===== src/rtl/r4_butter_seq.sv =====
// ---------------------------------------------------------------------------
// r4_butter_seq
//   Sequencer for a combinational radix-4 butterfly. A frame of four complex
//   operands is accepted over a valid/ready handshake and registered onto the
//   butterfly inputs. The c1/c2/c3 controls are then stepped through four
//   output indices. For each index the controls are held for SETTLE cycles,
//   the butterfly result is captured, and it is streamed out over a second
//   valid/ready handshake.
//
// Ports
//   clk, rst_n              clock, asynchronous active-low reset
//   flush                   synchronous abort of the current frame
//   in_valid/in_ready       frame handshake (in_ready only in IDLE)
//   in_data                 {xi3,xr3,xi2,xr2,xi1,xr1,xi0,xr0}, xr0 at LSBs
//   bf_xr0..3, bf_xi0..3    registered operands to the butterfly
//   bf_c1, bf_c2, bf_c3     butterfly controls
//   bf_xro, bf_xio          butterfly result
//   out_valid/out_ready     result handshake
//   out_xr, out_xi          captured result
//   out_idx, out_last       output index, high with out_valid at index 3
//   busy                    frame in progress
//   frame_cnt               completed frames, wraps modulo 256
// ---------------------------------------------------------------------------
module r4_butter_seq #(
  parameter int          W        = 4,
  parameter int          SETTLE   = 1,
  parameter logic [11:0] CTRL_SEQ = 12'b100_001_110_011
) (
  input  logic           clk,
  input  logic           rst_n,
  input  logic           flush,
  input  logic           in_valid,
  output logic           in_ready,
  input  logic [8*W-1:0] in_data,
  output logic [W-1:0]   bf_xr0,
  output logic [W-1:0]   bf_xr1,
  output logic [W-1:0]   bf_xr2,
  output logic [W-1:0]   bf_xr3,
  output logic [W-1:0]   bf_xi0,
  output logic [W-1:0]   bf_xi1,
  output logic [W-1:0]   bf_xi2,
  output logic [W-1:0]   bf_xi3,
  output logic           bf_c1,
  output logic           bf_c2,
  output logic           bf_c3,
  input  logic [W-1:0]   bf_xro,
  input  logic [W-1:0]   bf_xio,
  output logic           out_valid,
  input  logic           out_ready,
  output logic [W-1:0]   out_xr,
  output logic [W-1:0]   out_xi,
  output logic [1:0]     out_idx,
  output logic           out_last,
  output logic           busy,
  output logic [7:0]     frame_cnt
);

  typedef enum logic [1:0] {ST_IDLE, ST_SETTLE, ST_OUT} state_t;

  localparam logic [3:0] CNT_INIT = 4'(SETTLE - 1);

  state_t           state, state_nxt;
  logic [1:0]       k;
  logic [3:0]       cnt;
  logic [8*W-1:0]   opnd;
  logic [2:0]       ctrl;
  logic             accept;
  logic             take;

  assign accept = in_valid && in_ready;
  assign take   = out_valid && out_ready;

  assign {bf_xi3, bf_xr3, bf_xi2, bf_xr2, bf_xi1, bf_xr1, bf_xi0, bf_xr0} = opnd;

  // Control word for the current index: {c1,c2,c3}.
  always_comb begin
    case (k)
      2'd0:    ctrl = CTRL_SEQ[2:0];
      2'd1:    ctrl = CTRL_SEQ[5:3];
      2'd2:    ctrl = CTRL_SEQ[8:6];
      default: ctrl = CTRL_SEQ[11:9];
    endcase
  end

  // NOTE: state registers use non-blocking assignments and reset
  // asynchronously, so every flop clears the moment rst_n falls.
  always_ff @(posedge clk or negedge rst_n) begin
    if (!rst_n) state <= ST_IDLE;
    else        state <= state_nxt;
  end

  // NOTE: every output of a combinational block gets a default first, so no
  // path through the case statement can leave a latch behind.
  always_comb begin
    state_nxt = state;
    if (flush) begin
      state_nxt = ST_IDLE;
    end else begin
      case (state)
        ST_IDLE:   if (accept)     state_nxt = ST_SETTLE;
        ST_SETTLE: if (cnt == '0)  state_nxt = ST_OUT;
        ST_OUT:    if (take)       state_nxt = (k == 2'd3) ? ST_IDLE : ST_SETTLE;
        default:                   state_nxt = ST_IDLE;
      endcase
    end
  end

  // Controls are forced to zero in IDLE and otherwise follow the index, so
  // they stay stable throughout OUT until the result is taken.
  always_comb begin
    in_ready  = (state == ST_IDLE) && !flush;
    out_valid = (state == ST_OUT);
    busy      = (state != ST_IDLE);
    out_last  = (state == ST_OUT) && (out_idx == 2'd3);
    {bf_c1, bf_c2, bf_c3} = (state == ST_IDLE) ? 3'b000 : ctrl;
  end

  // Index, settle counter, operand and result registers. Operands are left
  // untouched by flush so the butterfly inputs keep the last frame.
  always_ff @(posedge clk or negedge rst_n) begin
    if (!rst_n) begin
      k         <= '0;
      cnt       <= '0;
      opnd      <= '0;
      out_xr    <= '0;
      out_xi    <= '0;
      out_idx   <= '0;
      frame_cnt <= '0;
    end else if (flush) begin
      k <= '0;
    end else begin
      case (state)
        ST_IDLE: begin
          if (accept) begin
            opnd <= in_data;
            k    <= '0;
            cnt  <= CNT_INIT;
          end
        end
        ST_SETTLE: begin
          if (cnt == '0) begin
            out_xr  <= bf_xro;
            out_xi  <= bf_xio;
            out_idx <= k;
          end else begin
            cnt <= cnt - 4'd1;
          end
        end
        ST_OUT: begin
          if (take) begin
            if (k != 2'd3) begin
              k   <= k + 2'd1;
              cnt <= CNT_INIT;
            end else begin
              k         <= '0;
              frame_cnt <= frame_cnt + 8'd1;
            end
          end
        end
        default: ;
      endcase
    end
  end

endmodule


===== config.mk =====
export PLATFORM = sky130hd
export DESIGN_NAME = r4_butter_seq
export DESIGN_NICKNAME = d
export VERILOG_FILES = /design/src/rtl/r4_butter_seq.sv
export SDC_FILE = /design/constraint.sdc
export NUM_CORES = 1
export LEC_CHECK = 0
export ABC_AREA = 1
export ABC_CLOCK_PERIOD_IN_PS = 4000
export CAP_MARGIN = 40
export CORE_UTILIZATION = 48
export CTS_CLUSTER_DIAMETER = 40
export DETAILED_ROUTE_END_ITERATION = 12
export PLACE_DENSITY = 0.86
export SKIP_CTS_REPAIR_TIMING = 1
export SYNTH_ARGS = -nofsm -noshare
export SYNTH_HDL_FRONTEND = slang
export SYNTH_SLANG_ARGS = --single-unit

===== constraint.sdc =====
create_clock -name clk -period 4 [get_ports clk]
set_input_delay 0.8 -clock clk [delete_from_list [all_inputs] [get_ports clk]]
set_output_delay 0.8 -clock clk [all_outputs]
set_load 0.02 [all_outputs]

Word level (Yosys, flattened, before mapping) --
Cells that the tools add are included.
Word-level totals: register bits 58, bits in latches 0, bits in writable memories 0, memory bits (read-only) 0, input bits 45, output and inout bits 57, memories kept 0
Operators by class: add/subtract/negate cells 3, $mul 0, divide/modulo/power cells 0, magnitude comparators 0, eq/ne operators 14, shift operators 0, mux-type cells 18, bitwise operators 2, reduce and logical (&&, ||, !) cells 17
Operators with widths (count):
- $mux W2 | 8
- $mux W4 | 4
- $pmux W4 S3 | 1
- $reduce_and A3 Y1 | 4
- $pmux W3 S3 | 1
- $add A8 B1 Y8 const B | 1
- $eq A2 B2 Y1 const B | 4
- $ne A2 B2 Y1 const B | 3
- $ne A3 B3 Y1 const B | 2
- $pmux W2 S3 | 1
- $reduce_and A6 Y1 | 1
- $reduce_bool A3 Y1 | 2
- $eq A2 B1 Y1 const B | 2
- $logic_and A1 B1 Y1 | 4
- $logic_not A2 Y1 | 2
- $logic_not A4 Y1 | 1
- $ne A2 B1 Y1 const B | 2
- $pmux W2 S2 | 1
- $reduce_and A4 Y1 | 1
- $sub A4 B1 Y4 const B | 1
- $mux W3 | 1
- $ne A3 B2 Y1 const B | 1
- $add A2 B1 Y2 const B | 1
- $not A1 Y1 | 2
- 3 further kinds | 3

Logic depth before layout (Yosys ltp) --
Gate-level depths: netlist of run 1.
depth in word-level cells 6, depth in mapped cells 8, mapped depth without buffers 8

Least setup slack after synthesis of run 1 --
OpenSTA, ideal clock, no wires.
path kind input -> output, from in flush, to out in_ready, arrival time 1.136 ns, required time 3.200 ns, path slack 2.064 ns, stages on the path 2, path buffers 1, path through nor2_4 buf_4
Between the ends: word-level cells in the longest chain between the ends 2
Ends and longest elaborated chain:
- from (decl) | line 31 | input logic flush,
- $logic_not A1 Y1 | line 111 | in_ready = (state == ST_IDLE) && !flush;
- $logic_and A1 B1 Y1 | line 111
- to (decl) | line 33 | output logic in_ready,
No other way between the ends.

Worst setup path after layout of run 1 --
Same ends and word-level chain as after synthesis.

==> impl_metrics.toml, run 1 <==
[placed_design]
pre_cts_ws_ps = 995
gp_congestion = 0.798
place.detailed.hpwl_um = 4970
port-buffer-count = 101

[critical_path]
required_ps = 3200
reg2reg_from = "state[1]"
cp-start-kind = "primary input"
arrival_ps = 2220
reg2reg_to = "opnd[23]"
path_class = "in2out"
reg2reg_depth = 7
cp_max_fo = 6
r2r_slack_ps = 1950
cp-end-kind = "output port"

[clock_network]
clk_root_buffer_cell = "clkbuf_8"
numCtsBuffers = 9
clk_latency_ps = 350
clockBufferDepth = 2
clk_pin_slew_ps = 70
clkSinkCount = 58
cts_htree_levels = 3
cts_tree = "built"

[power]
design_power_total_mw = 2.76
p_per_area_nw_per_um2 = 679
p_clk_frac = 0.249
vdd_drop_max_uv = 353
p_seq_frac = 0.330
internal_power_mw = 1.74
leakage_nw = 2.02
pwr-share-comb = 0.422
switchingPower_mw = 1.02
p_sw_frac = 0.370

[timing]
rsz0062_at_grt = "no"
finalSetupViolations = 0
setup_ws_ps = 984
skew_ps = 8.11
worstMarginPinSlew_ps = 583
holdWs_ps = 348
fmax_mhz = 332
hold_viol_final = 0
fin_crit_sh = 0.754
slew_viol_final = 0
period_needed_ps = 3020
setup_tns_ps = 0
relSlewSlack = 0.610

[floorplan]
chipHeight_um = 77.6
ioPinCount = 102
die-area_sq_um = 6020
dieWidth_um = 77.6
std_cell_rows = 27
initial_utilization = 0.498
core_sq_um = 5510

[final_layout]
final_nets = 480
n_antenna_cell = 0
drive_above_1_share = 0.0878
fill_cells = 382
syn_to_final_growth_pct = 48.2

[min_path]
hold_path_class = "in2async"

[route]
wl_um = 7190
drtIter0Drc = 229
antenna_left = 0
dr.pass1.iters = 5
vias = 2575
vias_per_cell = 5.10
post-route-drc-count = 0
avgRoutedWirePerCell_um = 14.2

[logic_synthesis]
synthCells = 324
synth_cell_types = 28
syn_avg_cell_area_sq_um = 8.46
synth_fp_nets = 376
ys_warn_count = 0
synth_edf_count = 0
synthesis.area_sq_um = 2740
ys_ff_latch = 58
ys.flop_type = "dfrtp_1"
async_reset_ff_frac = 1.00
synth.yosys.seq_area_share = 0.529

[global_routing]
grt_antenna_before_repair = 0
grt_pass1_wl_um = 11900
globalRoute.totalOverflow = 0
grt_max_degree = 34
grt_use_total = 0.258
first_global_vias = 2520

[outcome]
outcome = "finished clean"

[job]
cap_violations = 0
==> how the worst max path moves through the flow <==
stage / startpoint / end / slack [ps] / cells after the start
3_5_place_dp: flush / in_ready / 990 / 3
6_report: flush / in_ready / 980 / 3
3_3_place_gp: flush / in_ready / 990 / 3
4_1_cts: flush / in_ready / 990 / 3
5_1_grt: flush / in_ready / 930 / 3
2_1_floorplan: flush / in_ready / 2060 / 2
==> cell usage after synthesis (3+ instances only) <==
cell type,count,share of area
nand4_1,3,0.0068
inv_1,19,0.026
nand2_1,127,0.17
o21ai_0,5,0.0091
buf_4,3,0.0082
dfrtp_1,58,0.53
nor2_4,3,0.012
nand3_1,51,0.093
xnor2_1,3,0.0096
nor2_1,15,0.021
buf_2,4,0.0073
ha_1,7,0.032
clkbuf_1,4,0.0055
==> layer usage <==
layer | routed length, um | up-vias | track usage
met3 | 280 | 23 | 0.0412
li1 | - | 1231 | -
met5 | 0 | - | 0
met4 | 264 | 0 | 0.157
met1 | 2950 | 1244 | 0.315
met2 | 3690 | 77 | 0.429
==> power by group through the flow <==
stage          combinational (mW)  clock, mW  sequential, mW
2_1_floorplan               0.404          0            1.12
3_3_place_gp                 1.12          0           0.902
3_5_place_dp                 1.15          0           0.913
4_1_cts                      1.17      0.693           0.906
5_1_grt                      1.25      0.720           0.928
6_report                     1.16      0.686           0.909
==> cell families after synthesis <==
group | Yosys count | synth area share
AOI/OAI and AO/OA | 11 | 0.0228
adders and majority gates | 7 | 0.0319
xor gates and xnor gates | 5 | 0.0160
DFF | 58 | 0.529
buffers and inverters | 35 | 0.0602
and+or+nand+nor | 208 | 0.340
==> critical path: stages <==
cell and delay [ps]:
clkdlybuf4s50_1 590, nor2_4 180, clkdlybuf4s50_1 640
==> per-stage QoR <==
stage | util | area (sq um) | instances
finish | 0.738 | 4060 | 505
global route | 0.738 | 4060 | 505
CTS | 0.738 | 4060 | 505
floorplan | - | 2740 | 324
global placement | 0.688 | 3790 | 488
detailed placement | 0.692 | 3810 | 489
==> sequential cells by signal (all words and copies together), names as in the netlist <==
name,count
out_xi,4
cnt,4
opnd,32
out_xr,4
frame_cnt,8
out_idx,2
k,2
state,2
==> layout by cell type, fill, tap and decap left out, types with 3 or more instances in the layout <==
cell	count
nand4_1	3
xnor2_1	3
bufinv_16	3
nor2_1	15
dfrtp_1	58
inv_1	19
buf_4	3
nor2_4	3
nand3_1	51
o21ai_0	5
nand2_1	127
clkdlybuf4s50_1	100
ha_1	7
clkbuf_8	11
==> final cells by class <==
type / instances / area, sq um / share of cell area
Clock buffer: 11 / 151 / 0.0373
Multi-Input combinational cell: 231 / 1120 / 0.277
Inverter: 23 / 96.3 / 0.0237
Clock inverter: 5 / 100 / 0.0246
Tap cell: 72 / 90.1 / 0.0222
Sequential cell: 58 / 1450 / 0.357
Timing Repair Buffer: 105 / 1050 / 0.258
Power figures use the tool's default switching activity.
==> run 2, diff against run 1 <==
- ABC_CLOCK_PERIOD_IN_PS: 4000 -> 2600
- CORE_UTILIZATION: 48 -> 40
- PLACE_DENSITY: 0.86 -> 0.76
- clock period: 4 -> 2.6 ns (I/O delays scaled with it)
==> run 2 against run 1 <==
  * The flow now finishes with violations (DRC)
  * Combinational power rose by 51%
  * Sequential share of layout area rose by 0.24 points
  * Design area fell by 0.68%
  * Non-clock buffer count did not move
  * Clock skew rose by 2.3 ps
  * Die area rose by 19%
  * Clock power rose by 32%
  * Critical path depth rose by 2
  * Worst setup slack got worse by 810 ps
  * Flip-flop and latch count did not move
  * Cell count rose by 0.99%
  * Routed wire length fell by 7.3%
==> impl_metrics.toml, run 2 (synthesized netlist as in run 1, its figures left out) <==
[floorplan]
initial_utilization = 0.422
core_sq_um = 6490
dieWidth_um = 84.8
chipHeight_um = 84.8
die-area_sq_um = 7190
ioPinCount = 102
std_cell_rows = 29

[power]
vdd_drop_max_uv = 376
p_sw_frac = 0.376
p_per_area_nw_per_um2 = 1000
leakage_nw = 1.99
switchingPower_mw = 1.52
internal_power_mw = 2.52
p_seq_frac = 0.345
pwr-share-comb = 0.432
p_clk_frac = 0.223

[final_layout]
fill_cells = 539
fin_area_sq_um = 4040
layout.cells.most_common_list = "nand2_1 (127), clkdlybuf4s50_1 (100), dfrtp_1 (58), nand3_1 (51), inv_1 (19)"
max_flop_register = "opnd"
drive_above_1_share = 0.0878
n_antenna_cell = 0
syn_to_final_growth_pct = 47.2
layout_commonest_cell = "nand2_1"
final_nets = 480
top_regs = "opnd x32, frame_cnt x8"
largest_reg_flops = 32

[critical_path]
cp_max_fo = 5
reg2reg_depth = 7
cp-start-kind = "flip-flop"
startpoint = "k[0]"
reg2reg_to = "opnd[21]"
arrival_ps = 1900
reg2reg_from = "state[1]"
r2r_slack_ps = 560
cp-end-kind = "output port"
required_ps = 2080
path_class = "reg2out"

[clock_network]
numCtsBuffers = 9
clockBufferDepth = 2
cts_tree = "built"
clkSinkCount = 58
clk_root_buffer_cell = "clkbuf_8"
clk_latency_ps = 320
clk_pin_slew_ps = 70
cts_htree_levels = 3

[global_routing]
globalRoute.totalOverflow = 0
grt_antenna_before_repair = 0
grt_pass1_wl_um = 10900
grt_max_degree = 59
grt_use_total = 0.192
first_global_vias = 2323

[placed_design]
port-buffer-count = 101
gp_congestion = 0.811
placedInstanceArea_sq_um = 3820
place.detailed.hpwl_um = 4670

[route]
dr.pass1.iters = 10
antenna_left = 0
post-route-drc-count = 6
wl_um = 6660
avgRoutedWirePerCell_um = 13.1
vias = 2501
drtIter0Drc = 144
vias_per_cell = 4.90

[outcome]
outcome = "finished with violations"
violations = "DRC"

[timing]
finalSetupViolations = 0
slew_viol_final = 0
fmax_mhz = 413
period_needed_ps = 2420
skew_ps = 10.4
hold_viol_final = 0
rsz0062_at_grt = "no"
relSlewSlack = 0.597
setup_tns_ps = 0
worstMarginPinSlew_ps = 602
fin_crit_sh = 0.932

[min_path]
hold_path_class = "in2async"

[job]
cap_violations = 0
-- run 2: changes by cell type in the layout (fill, tap and decap cells not counted) --
cell,delta
clkinv_4,+1
clkinvlp_4,+2
clkbuf_8,-2
bufinv_16,-1
-- run 2: power by group through the flow --
| stage | clock (mW) | combinational (mW) | sequential, mW |
|---|---|---|---|
| after global placement | 0 | 1.73 | 1.39 |
| after global routing | 0.969 | 1.89 | 1.44 |
| after floorplan | 0 | 0.621 | 1.72 |
| after detailed placement | 0 | 1.76 | 1.40 |
| final | 0.904 | 1.75 | 1.40 |
| after CTS | 0.924 | 1.77 | 1.39 |
-- run 2: layout make-up --
type                            count  area (sq um)  area share
Timing Repair Buffer              105          1050       0.260
Multi-Input combinational cell    231          1120       0.279
Inverter                           23          96.3      0.0239
Sequential cell                    58          1450       0.360
Clock buffer                        9           124      0.0307
Clock inverter                      7          93.8      0.0233
Tap cell                           77          96.3      0.0239
-- run 2: worst max-delay path by stage --
| stage | slack, ps | cells after the start | endpoint |
|---|---|---|---|
| final | 180 | 5 | bf_c3 |
| after global routing | 100 | 5 | bf_c3 |
| after CTS | 160 | 5 | bf_c3 |
| after detailed placement | 280 | 3 | in_ready |
| after global placement | 280 | 3 | in_ready |
| after floorplan | 980 | 4 | in_ready |
-- run 2: stage by stage --
stage	utilization	worst slack [ps]	std cells	hold WS, ps	total power, mW
6_report	0.621	177	510	185	4.05
5_1_grt	0.621	96.3	510	200	4.29
4_1_cts	0.621	159	510	198	4.08
3_5_place_dp	0.588	277	494	457	3.16
3_3_place_gp	0.588	279	494	453	3.13
2_1_floorplan	-	981	324	224	2.35
-- run 2: critical path, cell delays in order, from the launching register on --
cell,delay [ps]
dfrtp_1,410
ha_1,300
inv_1,100
o21ai_0,80
nor2_1,100
clkdlybuf4s50_1,610
-- run 2: per-layer routing --
metal / vias to the layer above / routed length [um] / GRT usage
li1: 1236 / - / -
met1: 1200 / 2900 / 0.238
met2: 55 / 3400 / 0.324
met3: 10 / 219 / 0.0324
met4: 0 / 145 / 0.0971
met5: - / 0 / 0
==> patch: new RTL, flow settings as in run 2 <==
`W`: 4 -> 6.
--- a/src/rtl/r4_butter_seq.sv
+++ b/src/rtl/r4_butter_seq.sv
@@ -23,5 +23,5 @@
 // ---------------------------------------------------------------------------
 module r4_butter_seq #(
-  parameter int          W        = 4,
+  parameter int          W        = 6,
   parameter int          SETTLE   = 1,
   parameter logic [11:0] CTRL_SEQ = 12'b100_001_110_011
Interface: changed (13 resized); port bits go from 102 to 142. No check against the original RTL was run, so the function may have changed too.
==> patch against run 2 <==
Synthesized area grew 28%; worst setup slack gained 0.049 ns; total power grew 40%; die area grew 27%; sequential cell count grew 20; cell area grew 29%; wire length grew 29%; maximum frequency grew 2.1%; final cell count grew 29%; critical endpoint is now bf_c2; largest power group unchanged.
==> patch: results (changes against run 2) <==
Placer Congestion: 0.799 (-1.6%)
cell leakage power: 2.60 nW (+30%)
FF+latch count, synth: 78 (+34%)
Max stage delay on crit path: 0.64 ns (+0.03 ns)
worst slew pin tran: 0.750 ns (+0.148 ns)
Synth Area per Inst: 8.59 µm² (+1.5%)
synth top area cells: dfrtp_1 56%, nand2_1 17%, nand3_1 7.7%, inv_1 3.2%, ha_1 2.5%
# diodes: 0 (unchanged)
Yosys cell types: 28 (unchanged)
Largest regs: opnd x48, frame_cnt x8
largest net degree at the start of global routing: 79 (+34%)
Port Buffer Count: 141 (+40%)
clk_lat worst skew: 0.34 ns (+0.02 ns)
Post-Synth XOR/XNOR Area: 1.46% (-0.14 points)
Cell Area, Placed: 4980 µm² (+30%)
top post-synthesis cells by count: 160 x nand2_1, 78 x dfrtp_1, 54 x nand3_1, 30 x inv_1, 18 x nor2_1
vias in the first global route: 3045 (+31%)
layout cells sized above 1: 6.90% (-1.9 points)
Detailed Route Iter0 Violations: 145 (+0.69%)
critical path fanouts, max: 4 (-1)
clock skew: 0.0129 ns (+0.00246 ns)
hpwl dp: 5990 µm (+28%)
count of non-filler cells in the finished layout: 656 (+29%)
Pre-antenna DRT Iters: 4 (-6)
first-pass GRT wire length: 13700 µm (+26%)
cell total after placement: 641 (+30%)
H-tree Lvls: 3 (unchanged)
Adder-Cell Fraction of Synth Area: 2.49% (-0.70 points)
Seq/Total Area, Yosys: 55.6% (+2.6 points)
WL final: 8600 µm (+29%)
Worst IR Drop VDD: 0.000583 V (+55%)
via count: 3122 (+25%)
gr usage total: 19.5% (+0.30 points)
Synth Net Count: 481 (+28%)
run status: completed
nets: 619 (+29%)
Synth Area in Compound Gates: 3.63% (+1.4 points)
clk buf depth: 2 (unchanged)
-- patch: path summary, 6_finish.rpt --
kind / startpoint / to / slack [ns] / cells after the start
worst max-delay path: k[0] / bf_c2 / 0.23 / 5
worst min-delay path: rst_n / out_xi[2] / 0.17 / 2
worst max register to register: state[0] / opnd[15] / 0.71 / 8
worst min register to register: opnd[2] / opnd[2] / 0.47 / 2
max in group asynchronous: rst_n / opnd[37] / 2.08 / 2
min in group clk: opnd[2] / opnd[2] / 0.47 / 2
-- patch: report_power, final --
group          total (mW)  internal (mW)  switching (mW)  leakage [nW]
Clock                1.01          0.589           0.426         0.109
Combinational        2.66           1.22            1.44          1.51
Sequential           1.99           1.70           0.287         0.983
Total                5.66           3.51            2.15          2.60
-- patch: metrics by stage --
step	utilization (%)	worst slack (ns)
floorplan	-	0.911
global placement	59.7	0.242
detailed placement	59.7	0.227
CTS	62.4	0.0848
global route	62.4	0.108
finish	62.4	0.226
-- patch: layout make-up --
cell class              count  area, µm²
fillers                   742       3130
flip-flops and latches     78       1950
repair buffers            146       1470
multi-input cells         279       1310
clock buffers              12        155
well taps                 105        131
inverters                  33        124
clock inverters             3       67.6
-- patch: cells by family after synthesis --
logic type / count (synthesis)
xor+xnor: 5
buf+inv: 52
compound gates: 21
fa+ha+maj: 7
flops: 78
simple gates: 246
-- patch: worst max-delay path, delay by kind of cell (launching register included) --
kind	cells	cell delay (ns)
flip-flops	1	0.41
adder cells (fa/ha/maj)	1	0.19
buffers and inverters	2	0.80
AND/OR/NAND/NOR	2	0.12
-- patch: routing by layer --
| layer | routed length (µm) | up-vias | part of all wire, % | track usage [%] |
|---|---|---|---|---|
| met4 | 89 | 0 | 1.0 | 6.34 |
| met1 | 3590 | 1457 | 42 | 23.6 |
| li1 | - | 1557 | - | - |
| met5 | 0 | - | 0 | 0 |
| met2 | 4370 | 100 | 51 | 34.3 |
| met3 | 546 | 8 | 6.3 | 4.66 |
